### config.mk
export PLATFORM = sky130hd
export DESIGN_NAME = color_serializer
export DESIGN_NICKNAME = d
export VERILOG_FILES = /design/src/rtl/color_serializer.sv
export SDC_FILE = /design/constraint.sdc
export NUM_CORES = 1
export LEC_CHECK = 0
export CAP_MARGIN = 20
export CORE_MARGIN = 3
export CORE_UTILIZATION = 43
export DETAILED_ROUTE_END_ITERATION = 12
export PLACE_DENSITY_LB_ADDON = 0.05
export SYNTH_ARGS = -nofsm -noshare
export SYNTH_HDL_FRONTEND = slang
export SYNTH_SLANG_ARGS = --single-unit
### constraint.sdc
create_clock -name clk -period 1.4 [get_ports clk]
set_clock_uncertainty 0.15 [all_clocks]
set_input_delay 0.42 -clock clk [delete_from_list [all_inputs] [get_ports clk]]
set_output_delay 0.42 -clock clk [all_outputs]
set_load 0.005 [all_outputs]
### src/rtl/color_serializer.sv
// color_serializer: sends a 24-bit RGB colour as hex digits, MS nibble first,
// over a valid/next handshake. All outputs come straight from registers.
module color_serializer #(
   parameter int NUM_DIGITS  = 6,
   parameter int DIGIT_WIDTH = 4
) (
   input  logic                              clk,
   input  logic                              reset,
   input  logic [NUM_DIGITS*DIGIT_WIDTH-1:0] color,
   input  logic                              start,
   input  logic                              abort,
   input  logic                              next,
   output logic [DIGIT_WIDTH-1:0]            digit,
   output logic                              valid,
   output logic [2:0]                        index,
   output logic                              busy,
   output logic                              done
);

   localparam int COLOR_WIDTH = NUM_DIGITS * DIGIT_WIDTH;
   localparam logic [2:0] LAST_IDX = 3'(NUM_DIGITS - 1);

   typedef enum logic [1:0] {
      S_IDLE,
      S_SEND,
      S_DONE
   } state_t;

   state_t                 r_state;
   logic [COLOR_WIDTH-1:0] r_shift;
   logic [DIGIT_WIDTH-1:0] r_digit;
   logic                   r_valid;
   logic [2:0]             r_index;
   logic                   r_busy;
   logic                   r_done;

   logic                   w_xfer;
   logic                   w_last;
   logic [DIGIT_WIDTH-1:0] w_first_digit;
   logic [DIGIT_WIDTH-1:0] w_next_digit;

   // handshake decode and nibble selection
   always_comb begin
      w_xfer        = r_valid & next;
      w_last        = (r_index == LAST_IDX);
      w_first_digit = color[COLOR_WIDTH-1 -: DIGIT_WIDTH];
      // nibble that becomes the top one after this shift
      w_next_digit  = r_shift[COLOR_WIDTH-DIGIT_WIDTH-1 -: DIGIT_WIDTH];
   end

   // transfer FSM with registered outputs
   always_ff @(posedge clk or posedge reset) begin
      if (reset) begin
         r_state <= S_IDLE;
         r_shift <= '0;
         r_digit <= '0;
         r_valid <= 1'b0;
         r_index <= '0;
         r_busy  <= 1'b0;
         r_done  <= 1'b0;
      end else begin
         unique case (r_state)
            S_IDLE: begin
               r_done <= 1'b0;
               // abort and next have no meaning here; start wins
               if (start) begin
                  r_shift <= color;
                  r_digit <= w_first_digit;
                  r_valid <= 1'b1;
                  r_index <= '0;
                  r_busy  <= 1'b1;
                  r_state <= S_SEND;
               end
            end
            S_SEND: begin
               if (abort) begin
                  // cancel beats any accept in the same cycle
                  r_shift <= '0;
                  r_digit <= '0;
                  r_valid <= 1'b0;
                  r_index <= '0;
                  r_busy  <= 1'b0;
                  r_done  <= 1'b0;
                  r_state <= S_IDLE;
               end else if (w_xfer) begin
                  if (w_last) begin
                     r_shift <= '0;
                     r_digit <= '0;
                     r_valid <= 1'b0;
                     r_index <= '0;
                     r_done  <= 1'b1;
                     r_state <= S_DONE;
                  end else begin
                     r_shift <= r_shift << DIGIT_WIDTH;
                     r_digit <= w_next_digit;
                     r_index <= r_index + 3'd1;
                  end
               end
            end
            S_DONE: begin
               // single-cycle completion pulse; start is not sampled here
               r_done  <= 1'b0;
               r_busy  <= 1'b0;
               r_state <= S_IDLE;
            end
            default: begin
               r_shift <= '0;
               r_digit <= '0;
               r_valid <= 1'b0;
               r_index <= '0;
               r_busy  <= 1'b0;
               r_done  <= 1'b0;
               r_state <= S_IDLE;
            end
         endcase
      end
   end

   assign digit = r_digit;
   assign valid = r_valid;
   assign index = r_index;
   assign busy  = r_busy;
   assign done  = r_done;

endmodule
==> results.cfg, run 1 <==
[run_status]
status = finished, violations left
violations = setup timing

[clock_tree]
h-tree-depth = 2
clk_pin_slew_ns = 0.10
cts_made_buffers = 5
clkLatencyLatePin_ns = 0.33
holdBufCountCts = 0
cts_tree = built
cts_root_buf = clkbuf_4
clock_path_buffers = 2
cts.sinks = 32

[yosys]
synth-seq-cells = 32
synth_area_um2 = 1526
yosysMostFrequentCell = dfrtp_1
ys.flop_type = dfrtp_1
ys_warn_count = 0
synth_cell_types = 30
syn_nets = 155
synth_common_cells = dfrtp_1, o2bb2ai_1, a32oi_1, nand2_1
netlist_top_cells_area = dfrtp_1, o2bb2ai_1, a32oi_1
synth_enable_flop_cells = 0
async_reset_ff_frac = 1.000
postSynthCellCount = 126
netlist.area_leader.share = 0.5246
yosys.area.top_type = dfrtp_1
ys_seq_area_frac = 0.5246
syn_avg_cell_area_um2 = 12.11

[layout]
diodes = 0
synthToLayoutAreaGrowth_pct = 49.92
layout-drive-gt1-share = 0.3571
seq_area_um2 = 802.0
n_fill_cell = 266
num-nets-final = 224
final_cell_area_um2 = 2288
multiInputGateArea_um2 = 693.2

[grt]
grt_pass1_wl_um = 6389
grt_max_degree = 33
grt_overflow = 0
grt_usage = 0.1958
first_global_vias = 1373
antenna_found_initial = 0

[timing]
period_minus_slack_ns = 1.529
fmax_mhz = 654.2
tightest_slew_ns = 0.3091
tns_ns = -2.951
hold-worst-slack_ns = 0.2840
fin_crit_sh = 1.092
maxSlewHeadroom = 0.7937
setup_slack_ns = -0.1286
hold_viol = 0
setup_viol = 35
rsz0062_at_grt = true
final_max_slew_viol_count = 0

[worst_setup_path]
critPathLaunchType = flop
cp_max_fo = 9
worst_setup_path_end_kind = flop
cp_slowest_cell = dfrtp_2
crit_arrival_ns = 1.62
required_ns = 1.49
cp_slowest_stage_delay_ns = 0.44
r2r_cells = 4
cp-endpoint = r_shift[3]
crit_chain = nor3b_4 > o2bb2ai_4 > buf_12 > mux2i_1
r2r-start = r_state[1]
critPathLaunch = r_state[1]
r2r_slack_ns = -0.13
critPathKind = reg2reg
r2r_end = r_shift[3]

[die]
die_h_um = 65.58
dieWidth_um = 65.58
dieArea_um2 = 4301
num_io_pins = 39
core_area_um2 = 3390
fp-row-count = 21
initial_core_util = 0.4504

[power_and_ir_drop]
power.leakage_uw = 0.001015
p_clk_frac = 0.139
power_frac_comb = 0.502
vdd_ir_drop_max_mv = 0.7963
p_int_uw = 2543
power_density_nw_per_um2 = 1734
seqPwrFrac = 0.360
netSwitchingPower_uw = 1425
swShare = 0.3591

[drt]
num_vias = 1365
detail-route-antenna-nets = 0
dr.pass1.iters = 4
via_per_inst = 5.640
drtIter0Drc = 60
wl_per_cell_um = 15.83
drt_wl_total_um = 3832
drc = 0

[place]
place.gp.congestion = 0.8432
port-buffer-count = 38
preCtsSetupSlack_ns = -0.5966
place_area_um2 = 2116
place_hpwl_um = 2588

[flow_run]
maxCapViolCount = 0

[hold_path]
hold_path_class = in2async
==> layer usage <==
layer  track usage  vias up  share of wire
li1              -      639              -
met1        0.2563      685           0.45
met2        0.3198       36           0.50
met3       0.03590        5          0.045
met4       0.07772        0          0.012
met5             0        -              0
==> worst min-delay path by stage <==
| stage | slack [ns] | endpoint | from | cells past startpoint |
|---|---|---|---|---|
| detailed placement | 0.33 | digit[2] | digit[2] | 1 |
| finish | 0.28 | busy | reset | 3 |
| CTS | 0.29 | valid | reset | 3 |
| global route | 0.31 | busy | reset | 3 |
| floorplan | 0.31 | r_shift[10] | r_shift[10] | 1 |
| global placement | 0.32 | r_shift[18] | r_shift[18] | 1 |
==> layout make-up <==
| class | count | area share |
|---|---|---|
| flip-flops and latches | 32 | 0.3505 |
| clock buffers | 8 | 0.02570 |
| well taps | 46 | 0.02515 |
| repair buffers | 74 | 0.2876 |
| inverters | 5 | 0.008201 |
| multi-input cells | 77 | 0.3029 |
==> through the flow <==
stage | utilization | total power [uW] | instances
2_1_floorplan | - | 2454 | 126
3_3_place_gp | 0.6242 | 3152 | 223
3_5_place_dp | 0.6242 | 3209 | 223
4_1_cts | 0.6578 | 3853 | 239
5_1_grt | 0.6752 | 4266 | 242
6_report | 0.6752 | 3968 | 242
==> cell families (layout without fill, tap and decap cells) <==
group / Yosys count / count (layout) / synth area share
AOI/OAI and AO/OA: 52 / 52 / 0.2894
DFF: 32 / 32 / 0.5246
and+or+nand+nor: 20 / 20 / 0.08280
buffers and inverters: 17 / 87 / 0.06967
muxes: 5 / 5 / 0.03361
==> cell usage in the layout (no fill, tap or decap), types with 2 or more instances in the layout <==
master            n
dfrtp_1          31
buf_4            29
clkdlybuf4s50_1  25
a32oi_1          19
o2bb2ai_1        17
buf_2             9
nand2_1           6
inv_1             5
clkbuf_4          5
o2bb2ai_2         4
mux2i_1           4
buf_12            4
a21oi_1           3
buf_6             3
dlygate4sd2_1     3
nor2_1            2
clkbuf_1          2
==> power groups by stage <==
stage	clock (uW)	sequential, uW	combinational [uW]
3_5_place_dp	0	1430	1780
4_1_cts	568	1410	1870
3_3_place_gp	0	1430	1730
6_report	550	1430	1990
5_1_grt	622	1470	2170
2_1_floorplan	0	1410	1040
==> registers in the layout, indices dropped and copies added (netlist names) <==
signal,flops
digit,4
busy,1
done,1
r_state,2
index,3
r_shift,20
valid,1
==> worst max-delay path, delay by kind of cell, from the launching register on <==
kind	cells	cell delay (ns)
compound gates	1	0.19
buf+inv	1	0.16
mux	1	0.19
simple gates	1	0.31
flops	1	0.44
==> repair_timing <==
| action | in CTS | in global routing |
|---|---|---|
| buffers inserted | 7 | 3 |
| resized for setup | 50 | 8 |
| gates cloned | 1 | 0 |
| pin swaps | 9 | 4 |
| setup endpoints to repair | 41 | 40 |
(Power assumes the default switching activity.)
==> run 2: changes to the inputs <==
CORE_UTILIZATION = 50   (was 43)
clock period = 1.98 ns   (was 1.4 ns; I/O delays follow)
==> run 2 against run 1 <==
  * The flow now finishes without violations
  * Wire length shrank 5.7%
  * Sequential share of layout area grew 2.5 points
  * Total power shrank 35%
  * Largest cell class unchanged
  * Highest routed layer unchanged
==> results.cfg, run 2 (synthesis gave the netlist of run 1 again) <==
[run_status]
status = finished, final reports clean

[grt]
grt_max_degree = 33
grt_usage = 0.2188
busiest_layer = met2
met3_usage = 0.04193
use_met2 = 0.3459
grt_util_met1 = 0.2930
grt_overflow = 0
antenna_found_initial = 0
first_global_vias = 1302
grt_pass1_wl_um = 6078

[clock_tree]
clock_path_buffers = 2
cts.sinks = 32
cts_root_buf = clkbuf_4
clk_pin_slew_ns = 0.10
holdBufCountCts = 0
h-tree-depth = 2
clkLatencyLatePin_ns = 0.32
cts_tree = built
cts_made_buffers = 5

[drt]
drc = 0
num_vias = 1294
detail-route-antenna-nets = 0
drtIter0Drc = 92
via_per_inst = 6.191
dr.pass1.iters = 4
drt_wl_total_um = 3612
wl_per_cell_um = 17.28

[layout]
layout_commonest_cell = dfrtp_1
final_cell_mix = dfrtp_1, clkdlybuf4s50_1, o2bb2ai_1, a32oi_1, buf_4
final_core_util = 0.7541
diodes = 0
synthToLayoutAreaGrowth_pct = 39.75
num-nets-final = 207
layout-drive-gt1-share = 0.1854
largest_reg_flops = 20
largest-register = r_shift

[worst_setup_path]
critPathTopFamily = buffers and inverters
cp_slowest_cell = clkdlybuf4s50_1
crit_chain = clkdlybuf4s50_1
critPathLaunchType = flop
required_ns = 1.24
r2r_slack_ns = 0.33
crit_arrival_ns = 1.20
path_buf_inv = 1
cp_max_fo = 2
worst_setup_path_end_kind = primary output
critPathKind = reg2out
cp_slowest_stage_delay_ns = 0.51

[hold_path]
hold_path_class = reg2reg

[place]
port-buffer-count = 38
place.gp.congestion = 0.8687
place_hpwl_um = 2302

[timing]
final_max_slew_viol_count = 0
tightest_slew_ns = 0.3071
tns_ns = 0
rsz0062_at_grt = false
fmax_mhz = 515.5
period_minus_slack_ns = 1.940
maxSlewHeadroom = 0.7953
fin_crit_sh = 0.9796
hold-worst-slack_ns = 0.3439
hold_viol = 0
setup_viol = 0

[flow_run]
maxCapViolCount = 0

[power_and_ir_drop]
vdd_ir_drop_max_mv = 0.8396
swShare = 0.3539
netSwitchingPower_uw = 916.6
power_frac_comb = 0.440
p_clk_frac = 0.162
seqPwrFrac = 0.399
power.leakage_uw = 0.001005
power_density_nw_per_um2 = 1214
p_int_uw = 1673

[die]
dieWidth_um = 61.26
fp-row-count = 19
die_h_um = 61.26
core_area_um2 = 2829
initial_core_util = 0.5396
num_io_pins = 39
dieArea_um2 = 3752
[run 2: changes by cell type in the layout (fill, tap and decap cells not counted), sizes merged]
cell / change
dlymetal6s2s: +7
clkdlybuf4s50: +6
clkbuf: -2
buf: -26
dlygate4sd2: -3
[run 2: layout make-up]
type | count | area, um^2
sequential | 32 | 800.8
inverter | 5 | 18.77
multi-input combinational | 77 | 619.3
clock buffer | 7 | 65.06
tap | 31 | 38.79
fill | 205 | 695.7
timing repair buffer | 57 | 590.6
[run 2: final timing paths]
path                            start          end  cells past startpoint
max                          digit[0]     digit[0]                      1
min                          digit[2]     digit[2]                      1
max reg2reg                r_state[0]   r_shift[9]                      4
min reg2reg                  digit[2]     digit[2]                      1
max in group asynchronous       reset  r_shift[18]                      3
min in group asynchronous       reset        valid                      3
[run 2: power by group through the flow]
stage | Clock (uW) | Sequential, uW | Combinational (uW)
after detailed placement | 0 | 1050 | 1120
after floorplan | 0 | 999 | 736
final | 418 | 1030 | 1140
after global placement | 0 | 1050 | 1080
after CTS | 427 | 1030 | 1150
after global routing | 457 | 1060 | 1260
[run 2: what timing repair did]
item	4_1_cts	5_1_grt
hold endpoints to repair	0	0
setup endpoints to repair	4	7
gates resized for setup	0	7
setup buffers	4	2
[run 2: routing by layer]
metal	part of all wire	up-vias	routed length, um
met5	0	-	0
met2	0.50	32	1811
met4	0.010	0	37
li1	-	599	-
met1	0.46	659	1659
met3	0.029	4	104
[run 2: per-stage QoR]
| step | setup slack (ns) | power (uW) | instances | area [um^2] |
|---|---|---|---|---|
| finish | 0.04030 | 2590 | 209 | 2133 |
| global route | 0.006086 | 2776 | 209 | 2133 |
| CTS | 0.01236 | 2611 | 207 | 2101 |
| detailed placement | -0.1669 | 2168 | 196 | 2006 |
| global placement | -0.1370 | 2127 | 196 | 2006 |
| floorplan | 0.4072 | 1735 | 126 | 1526 |
